`config.mk`:
```
export PLATFORM = sky130hd
export DESIGN_NAME = device_write_controller_flat
export DESIGN_NICKNAME = d
export VERILOG_FILES = /design/src/rtl/device_write_controller_if.sv /design/src/rtl/device_write_controller.sv /design/src/flat_wrapper.sv
export SDC_FILE = /design/constraint.sdc
export NUM_CORES = 1
export LEC_CHECK = 0
export CAP_MARGIN = 30
export CORE_UTILIZATION = 45
export CTS_CLUSTER_DIAMETER = 40
export DETAILED_ROUTE_END_ITERATION = 8
export GPL_TIMING_DRIVEN = 0
export HOLD_SLACK_MARGIN = 0.12
export PLACE_DENSITY_LB_ADDON = 0.15
export SYNTH_ARGS = -nofsm -noshare
export SYNTH_HDL_FRONTEND = slang
export SYNTH_SLANG_ARGS = --single-unit
```
`constraint.sdc`:
```
create_clock -name clock -period 5.6 [get_ports clock]
set_clock_uncertainty 0.1 [all_clocks]
set_input_delay 1.4 -clock clock [delete_from_list [all_inputs] [get_ports clock]]
set_output_delay 1.4 -clock clock [all_outputs]
set_load 0.1 [all_outputs]
```
`src/rtl/device_write_controller_if.sv`:
```
// Bundles the CPU data port, the data-memory port, the output-device
// handshake and the controller status flags into one set of wires.
// The controller connects through the slave modport. The surrounding
// system connects through the master modport. That system is the CPU,
// the data memory and the device.
interface device_write_controller_if;
  logic        memWriteIn;
  logic        readDataIn;
  logic [31:0] addressIn;
  logic [31:0] dataIn;

  logic        memWriteOut;
  logic        readDataOut;
  logic [31:0] addressOut;
  logic [31:0] dataOut;
  logic        cpuStall;

  logic [31:0] devData;
  logic        devValid;
  logic        devReady;
  logic        devFinish;

  logic        busy;
  logic        error;

  modport slave (
    input  memWriteIn, readDataIn, addressIn, dataIn,
    input  devReady, devFinish,
    output memWriteOut, readDataOut, addressOut, dataOut, cpuStall,
    output devData, devValid, busy, error
  );

  modport master (
    output memWriteIn, readDataIn, addressIn, dataIn,
    output devReady, devFinish,
    input  memWriteOut, readDataOut, addressOut, dataOut, cpuStall,
    input  devData, devValid, busy, error
  );
endinterface

```
`src/rtl/device_write_controller.sv`:
```
// Sequences CPU stores to the memory-mapped output device.
// A store to DEVICE_ADDR is swallowed and never reaches data memory.
// The controller then does the following, in order:
//   - writes a busy word (1) to STATUS_ADDR;
//   - offers the data word to the device over valid/ready;
//   - waits for the device's finish level;
//   - writes done (0) or timeout (2) back to STATUS_ADDR.
// The controller borrows the shared memory write port only for the two
// status-write cycles. The CPU is stalled for those two cycles.
module device_write_controller #(
  parameter logic [31:0] DEVICE_ADDR    = 32'h0000_0001,
  parameter logic [31:0] STATUS_ADDR    = 32'h0000_FFFC,
  parameter int          TIMEOUT_CYCLES = 1024
) (
  input  logic                      clock,
  input  logic                      reset_n,
  device_write_controller_if.slave  bus
);

  localparam int CNT_W = $clog2(TIMEOUT_CYCLES) + 1;
  localparam logic [CNT_W-1:0] CNT_LAST = CNT_W'(TIMEOUT_CYCLES - 1);
  localparam logic [CNT_W-1:0] CNT_MAX  = {CNT_W{1'b1}};
  localparam logic [CNT_W-1:0] CNT_ONE  = CNT_W'(1);

  localparam logic [31:0] STATUS_DONE  = 32'd0;
  localparam logic [31:0] STATUS_BUSY  = 32'd1;
  localparam logic [31:0] STATUS_ERROR = 32'd2;

  typedef enum logic [2:0] {
    IDLE,
    SET_BUSY,
    SEND,
    WAIT_DONE,
    CLR_BUSY
  } stateT;

  stateT            state;
  stateT            nextState;
  logic [31:0]      devDataQ;
  logic [31:0]      devDataNext;
  logic             devValidQ;
  logic             devValidNext;
  logic             errorQ;
  logic             errorNext;
  logic [31:0]      statusVal;
  logic [31:0]      statusNext;
  logic [CNT_W-1:0] counter;
  logic [CNT_W-1:0] counterNext;
  logic             deviceStore;
  logic             timeoutHit;
  logic             ownsPort;
  logic [CNT_W-1:0] counterInc;

  assign deviceStore = bus.memWriteIn && (bus.addressIn == DEVICE_ADDR);
  assign timeoutHit  = (counter == CNT_LAST);
  assign ownsPort    = (state == SET_BUSY) || (state == CLR_BUSY);
  assign counterInc  = (counter == CNT_MAX) ? counter : counter + CNT_ONE;

  // Register state, the captured device word and the status/timeout
  // bookkeeping. A reset mid-transfer simply drops everything.
  always_ff @(posedge clock or negedge reset_n) begin
    if (!reset_n) begin
      state     <= IDLE;
      devDataQ  <= 32'd0;
      devValidQ <= 1'b0;
      errorQ    <= 1'b0;
      statusVal <= 32'd0;
      counter   <= '0;
    end else begin
      state     <= nextState;
      devDataQ  <= devDataNext;
      devValidQ <= devValidNext;
      errorQ    <= errorNext;
      statusVal <= statusNext;
      counter   <= counterNext;
    end
  end

  // Next-state and next-register logic for the transfer sequence.
  // When a timeout and a finish land on the same cycle, the finish wins.
  // When SEND times out, the handshake is abandoned.
  always_comb begin
    nextState    = state;
    devDataNext  = devDataQ;
    devValidNext = devValidQ;
    errorNext    = errorQ;
    statusNext   = statusVal;
    counterNext  = counter;
    case (state)
      IDLE: begin
        if (deviceStore) begin
          devDataNext = bus.dataIn;
          statusNext  = STATUS_BUSY;
          errorNext   = 1'b0;
          nextState   = SET_BUSY;
        end
      end
      SET_BUSY: begin
        counterNext  = '0;
        devValidNext = 1'b1;
        nextState    = SEND;
      end
      SEND: begin
        counterNext = counterInc;
        if (timeoutHit) begin
          statusNext   = STATUS_ERROR;
          errorNext    = 1'b1;
          devValidNext = 1'b0;
          nextState    = CLR_BUSY;
        end else if (bus.devReady) begin
          devValidNext = 1'b0;
          nextState    = WAIT_DONE;
        end
      end
      WAIT_DONE: begin
        counterNext = counterInc;
        if (bus.devFinish) begin
          statusNext = STATUS_DONE;
          nextState  = CLR_BUSY;
        end else if (timeoutHit) begin
          statusNext   = STATUS_ERROR;
          errorNext    = 1'b1;
          devValidNext = 1'b0;
          nextState    = CLR_BUSY;
        end
      end
      CLR_BUSY: begin
        nextState = IDLE;
      end
      default: begin
        nextState = IDLE;
      end
    endcase
  end

  // Memory port mux. During the two status-write cycles the controller
  // owns the port. Otherwise the CPU passes straight through, except
  // that device stores never reach memory.
  always_comb begin
    bus.memWriteOut = bus.memWriteIn && !deviceStore;
    bus.readDataOut = bus.readDataIn;
    bus.addressOut  = bus.addressIn;
    bus.dataOut     = bus.dataIn;
    if (ownsPort) begin
      bus.memWriteOut = 1'b1;
      bus.readDataOut = 1'b0;
      bus.addressOut  = STATUS_ADDR;
      bus.dataOut     = statusVal;
    end
  end

  // Stall the CPU in two cases. The first is any access while the
  // controller owns the port. The second is a device store that arrives
  // while a transfer is already in flight.
  always_comb begin
    bus.cpuStall = 1'b0;
    if (ownsPort) begin
      bus.cpuStall = bus.memWriteIn || bus.readDataIn;
    end else if (state != IDLE) begin
      bus.cpuStall = deviceStore;
    end
  end

  assign bus.devData  = devDataQ;
  assign bus.devValid = devValidQ;
  assign bus.error    = errorQ;
  assign bus.busy     = (state != IDLE);

endmodule
```
`src/flat_wrapper.sv`:
```
// flat-port wrapper written by rule: the top's interface ports become plain ports
module device_write_controller_flat 
#(
  parameter logic [31:0] DEVICE_ADDR    = 32'h0000_0001,
  parameter logic [31:0] STATUS_ADDR    = 32'h0000_FFFC,
  parameter int          TIMEOUT_CYCLES = 1024
)
  (clock, reset_n, bus_memWriteIn, bus_readDataIn, bus_addressIn, bus_dataIn, bus_devReady, bus_devFinish, bus_memWriteOut, bus_readDataOut, bus_addressOut, bus_dataOut, bus_cpuStall, bus_devData, bus_devValid, bus_busy, bus_error);
  device_write_controller_if bus_i ();
  input  logic clock;
  input  logic reset_n;
  input wire logic [$bits(bus_i.memWriteIn)-1:0] bus_memWriteIn;
  input wire logic [$bits(bus_i.readDataIn)-1:0] bus_readDataIn;
  input wire logic [$bits(bus_i.addressIn)-1:0] bus_addressIn;
  input wire logic [$bits(bus_i.dataIn)-1:0] bus_dataIn;
  input wire logic [$bits(bus_i.devReady)-1:0] bus_devReady;
  input wire logic [$bits(bus_i.devFinish)-1:0] bus_devFinish;
  output wire logic [$bits(bus_i.memWriteOut)-1:0] bus_memWriteOut;
  output wire logic [$bits(bus_i.readDataOut)-1:0] bus_readDataOut;
  output wire logic [$bits(bus_i.addressOut)-1:0] bus_addressOut;
  output wire logic [$bits(bus_i.dataOut)-1:0] bus_dataOut;
  output wire logic [$bits(bus_i.cpuStall)-1:0] bus_cpuStall;
  output wire logic [$bits(bus_i.devData)-1:0] bus_devData;
  output wire logic [$bits(bus_i.devValid)-1:0] bus_devValid;
  output wire logic [$bits(bus_i.busy)-1:0] bus_busy;
  output wire logic [$bits(bus_i.error)-1:0] bus_error;
  assign bus_i.memWriteIn = bus_memWriteIn;
  assign bus_i.readDataIn = bus_readDataIn;
  assign bus_i.addressIn = bus_addressIn;
  assign bus_i.dataIn = bus_dataIn;
  assign bus_i.devReady = bus_devReady;
  assign bus_i.devFinish = bus_devFinish;
  assign bus_memWriteOut = bus_i.memWriteOut;
  assign bus_readDataOut = bus_i.readDataOut;
  assign bus_addressOut = bus_i.addressOut;
  assign bus_dataOut = bus_i.dataOut;
  assign bus_cpuStall = bus_i.cpuStall;
  assign bus_devData = bus_i.devData;
  assign bus_devValid = bus_i.devValid;
  assign bus_busy = bus_i.busy;
  assign bus_error = bus_i.error;
  device_write_controller #(.DEVICE_ADDR(DEVICE_ADDR), .STATUS_ADDR(STATUS_ADDR), .TIMEOUT_CYCLES(TIMEOUT_CYCLES)) u_core (.clock(clock), .reset_n(reset_n), .bus(bus_i));
endmodule
```
==> results.md <==
Outcome:
- The flow ran to the end, and the final reports show no timing, DRC or antenna violations.

Route:
- The number of remaining DRC errors is 0.
- The number of vias in the routed layout is 3428.
- The detail route stage leaves a number of antenna-violating nets equal to 0.
- Using the TritonRoute via totals, the vias-per-cell ratio works out to 5.41.
- After the first detailed-routing iteration, the DRC count stood at 141.
- In the final routed layout, each cell accounts on average for 16.4 microns.
- The number of iterations in the first detailed-routing pass is 4.
- Summed over all layers, the routed wires come to 10400 microns.

Clock network:
- The level count of the clock H-tree is 3.
- After clock tree synthesis, the setup repair step added 0 buffers.
- Clock-pin slew was measured on the worst setup and hold paths at 0.08 ns.
- The clock insertion delay at the later pin of the skew report is 0.35 ns.
- The number of buffers inserted for hold repair after clock tree synthesis is 0.
- The cell at the root of the clock tree is sky130_fd_sc_hd__clkbuf_8.
- The maximum clock path buffer count is 2.
- For this design, the sink count on the clock tree is 80.
- The number of cells upsized or downsized after cts is 0.
- The CTS buffer count is 9.
- TritonCTS built the clock tree.

Global routing:
- The initial antenna violation count was 0.
- The number of global-route vias before repair came to 3418.
- Summed over all layers, the global routing overflow is 0.
- For this run, the total global-route usage over all layers was measured as 23.8%.
- The first global-routing pass estimated 16300 microns of wire.
- The pin count of the biggest net entering global routing is 42.

Floorplan:
- The floorplan has 33 rows.
- In this run the count of I/O pins placed on the die edge is 172.
- After floorplanning, the core was sized to cover 0.00834 sq mm.
- The area enclosed by the die boundary is 0.00913 sq mm.
- The die is 95.6 microns tall.
- The floorplan die width is 95.6 microns.
- The effective utilization at floorplan is 47.2%.

Timing:
- Setup repair after global routing left no endpoint under its margin.
- In the post-route analysis, the smallest setup slack over all paths is 0.175 ns.
- The top achievable clock speed is 184 MHz.
- Setup violations remaining at the end of the flow were counted as 0.
- After routing, the total negative slack on setup checks comes to 0 ns.
- In the finished design, the share of the clock period the worst path needs comes to 96.9%.
- Headroom to the max-slew limit came out at 31.7%.
- The number of max-slew violations in the final report is 0.
- The smallest hold slack is 0.401 ns.
- Subtracting the final worst setup slack from the clock period gives 5.42 ns.
- The number of hold-slack violations in the final timing report is 0.
- At the pin with the least slew margin, the transition time is 1.02 ns.

Pwr:
- The areal power density over the cells is 449 mW/mm^2.
- Summed over all cells, the static leakage comes to 2.67 nW.
- The peak supply drop is 0.243 mV.
- Overall power consumption after layout is estimated at 2.70 mW.

Synth:
- The dominant cell type by area after synthesis is sky130_fd_sc_hd__dfrtp_1.
- In the synthesized netlist the async set-or-reset flop fraction comes to 100%.
- In the synthesized netlist, the cells that appear most often are sky130_fd_sc_hd__dfrtp_1, sky130_fd_sc_hd__mux2_2, sky130_fd_sc_hd__nor3b_1, sky130_fd_sc_hd__nor2b_1, sky130_fd_sc_hd__or2_2.
- The number of different library cells used by synthesis comes to 39.
- Sequential cells were found to cover 50.8% of the synthesized design area.
- The area of the mapped netlist is 0.00394 sq mm.
- The total nets after synthesis is 412.
- Dividing the synthesized area by the synthesized cell count gives 11.6 sq um.
- The share of synthesized area in the top cell type comes to 50.8%.
- Ranked by total cell area, the synthesized netlist is headed by sky130_fd_sc_hd__dfrtp_1, sky130_fd_sc_hd__mux2_2, sky130_fd_sc_hd__nor3b_1.
- Synthesis produced a netlist whose cell count is 341.
- The most frequently used cell type in the post-synthesis netlist is sky130_fd_sc_hd__dfrtp_1.
- Yosys printed 0 warnings.
- The flip-flop and latch count after synthesis is 80.
- Among all flip-flop cells after synthesis, the most frequent one is sky130_fd_sc_hd__dfrtp_1.
- The number of enable-type register cells in the synthesized netlist is 0.

Final layout:
- The net total in the final layout is 595.
- The total area of sequential cells is 0.00200 sq mm.
- The final design instance area without fill is 0.00601 sq mm.
- The area used by multi-input combinational logic is 0.00182 sq mm.
- The fill cell instance count of the final layout is 586.
- The repair_antennas step left the layout with diodes totalling 0.
- Cells with a size suffix above 1 make up 20.6% of the layout.
- The layout overhead on the synthesized area is 52.4%.

Placed design:
- The area after detailed placement is 0.00580 sq mm.
- The count of buffers added on input and output ports is 171.
- Routability-driven placement finished with a final weighted congestion of 0.901.
- The HPWL after detailed placement is 7810 microns.
- At the placement stage, the worst setup path has a slack of 0.141 ns.

Setup path:
- The minimum setup slack among reg-to-reg paths is 3.29 ns.
- In this run the worst path has a maximum fanout of 5.
- The category of the critical setup timing path is in -> out.
- The data required time at the worst endpoint is 4.10 ns.
- Data on the critical path arrives at its endpoint at 3.92 ns.
- The kind of launch point of the worst setup path is an input port.
- The nature of the critical path endpoint is a primary output.

Min path:
- The path class of the tightest hold or removal check is reg -> reg.

Job:
- The number of maximum-capacitance violations is 0.
per-stage QoR:
step	util [%]	instances
2_1_floorplan	-	341
3_3_place_gp	69.3	617
3_5_place_dp	69.5	618
4_1_cts	72.0	634
5_1_grt	72.0	634
6_report	72.0	634
cell type report:
type / count / area share (%)
repair buffers: 172 / 28.8
well taps: 105 / 2.19
plain buffers: 23 / 1.69
multi-input cells: 233 / 30.3
clock inverters: 5 / 1.06
inverters: 5 / 0.313
clock buffers: 11 / 2.35
flip-flops and latches: 80 / 33.3
worst paths after layout:
| path | from | to | depth (start not counted) |
|---|---|---|---|
| max | bus_addressIn[5] | bus_cpuStall | 7 |
| min | u_core.bus.devData[8] | u_core.bus.devData[8] | 1 |
| max reg2reg | u_core.counter[0] | u_core.bus.devValid | 5 |
| min reg2reg | u_core.bus.devData[8] | u_core.bus.devData[8] | 1 |
| max in group asynchronous | reset_n | u_core.bus.devData[1] | 2 |
| min in group asynchronous | reset_n | u_core.bus.devData[6] | 1 |
layer usage:
| metal | part of all wire [%] | global-route usage (%) | vias to the layer above |
|---|---|---|---|
| met4 | 2.3 | 10.8 | 0 |
| li1 | - | - | 1605 |
| met2 | 49 | 41.3 | 150 |
| met5 | 0 | 0 | - |
| met3 | 10 | 7.50 | 19 |
| met1 | 38 | 26.8 | 1654 |
critical path, cell delays in order:
cell,delay (ns)
sky130_fd_sc_hd__clkdlybuf4s50_1,0.44
sky130_fd_sc_hd__nor4_1,0.31
sky130_fd_sc_hd__and4_1,0.24
sky130_fd_sc_hd__buf_2,0.15
sky130_fd_sc_hd__o2111ai_1,0.11
sky130_fd_sc_hd__nand3_1,0.12
sky130_fd_sc_hd__clkdlybuf4s50_1,1.15
report_power, final:
part           internal, mW  switching [mW]  leakage, nW
clock                 0.221           0.213        0.100
combinational         0.402            1.27         1.45
sequential            0.584         0.00741         1.12
logic make-up after synthesis:
family          after synthesis  share of synthesized area (%)
compound gates               36                           5.81
fa+ha+maj                     1                          0.318
buf+inv                      28                           3.05
flops                        80                           50.8
mux                          65                           18.5
simple gates                131                           21.5
registers in the layout, indices dropped and copies added, names as in the netlist:
register             flops
u_core.bus.devData      32
u_core.statusVal        32
u_core.counter          11
u_core.state             3
u_core.bus.devValid      1
u_core.bus.error         1
placed cells by master (no fill, tap or decap), types with 4 or more instances in the layout:
| master | count |
|---|---|
| sky130_fd_sc_hd__or3_1 | 4 |
| sky130_fd_sc_hd__and4_1 | 6 |
| sky130_fd_sc_hd__nor2b_1 | 20 |
| sky130_fd_sc_hd__nor3b_1 | 31 |
| sky130_fd_sc_hd__nand2b_1 | 4 |
| sky130_fd_sc_hd__nand3_1 | 7 |
| sky130_fd_sc_hd__or2_2 | 16 |
| sky130_fd_sc_hd__a21oi_1 | 11 |
| sky130_fd_sc_hd__dfrtp_1 | 80 |
| sky130_fd_sc_hd__clkbuf_1 | 12 |
| sky130_fd_sc_hd__nand4_1 | 4 |
| sky130_fd_sc_hd__o21ai_0 | 11 |
| sky130_fd_sc_hd__clkdlybuf4s50_1 | 170 |
| sky130_fd_sc_hd__clkbuf_8 | 10 |
| sky130_fd_sc_hd__nand2_1 | 12 |
| sky130_fd_sc_hd__nor4_1 | 10 |
| sky130_fd_sc_hd__inv_1 | 5 |
| sky130_fd_sc_hd__nor2_1 | 6 |
| sky130_fd_sc_hd__buf_2 | 12 |
| sky130_fd_sc_hd__mux2_1 | 6 |
| sky130_fd_sc_hd__mux2_2 | 58 |
Power figures use the tool's default switching activity.
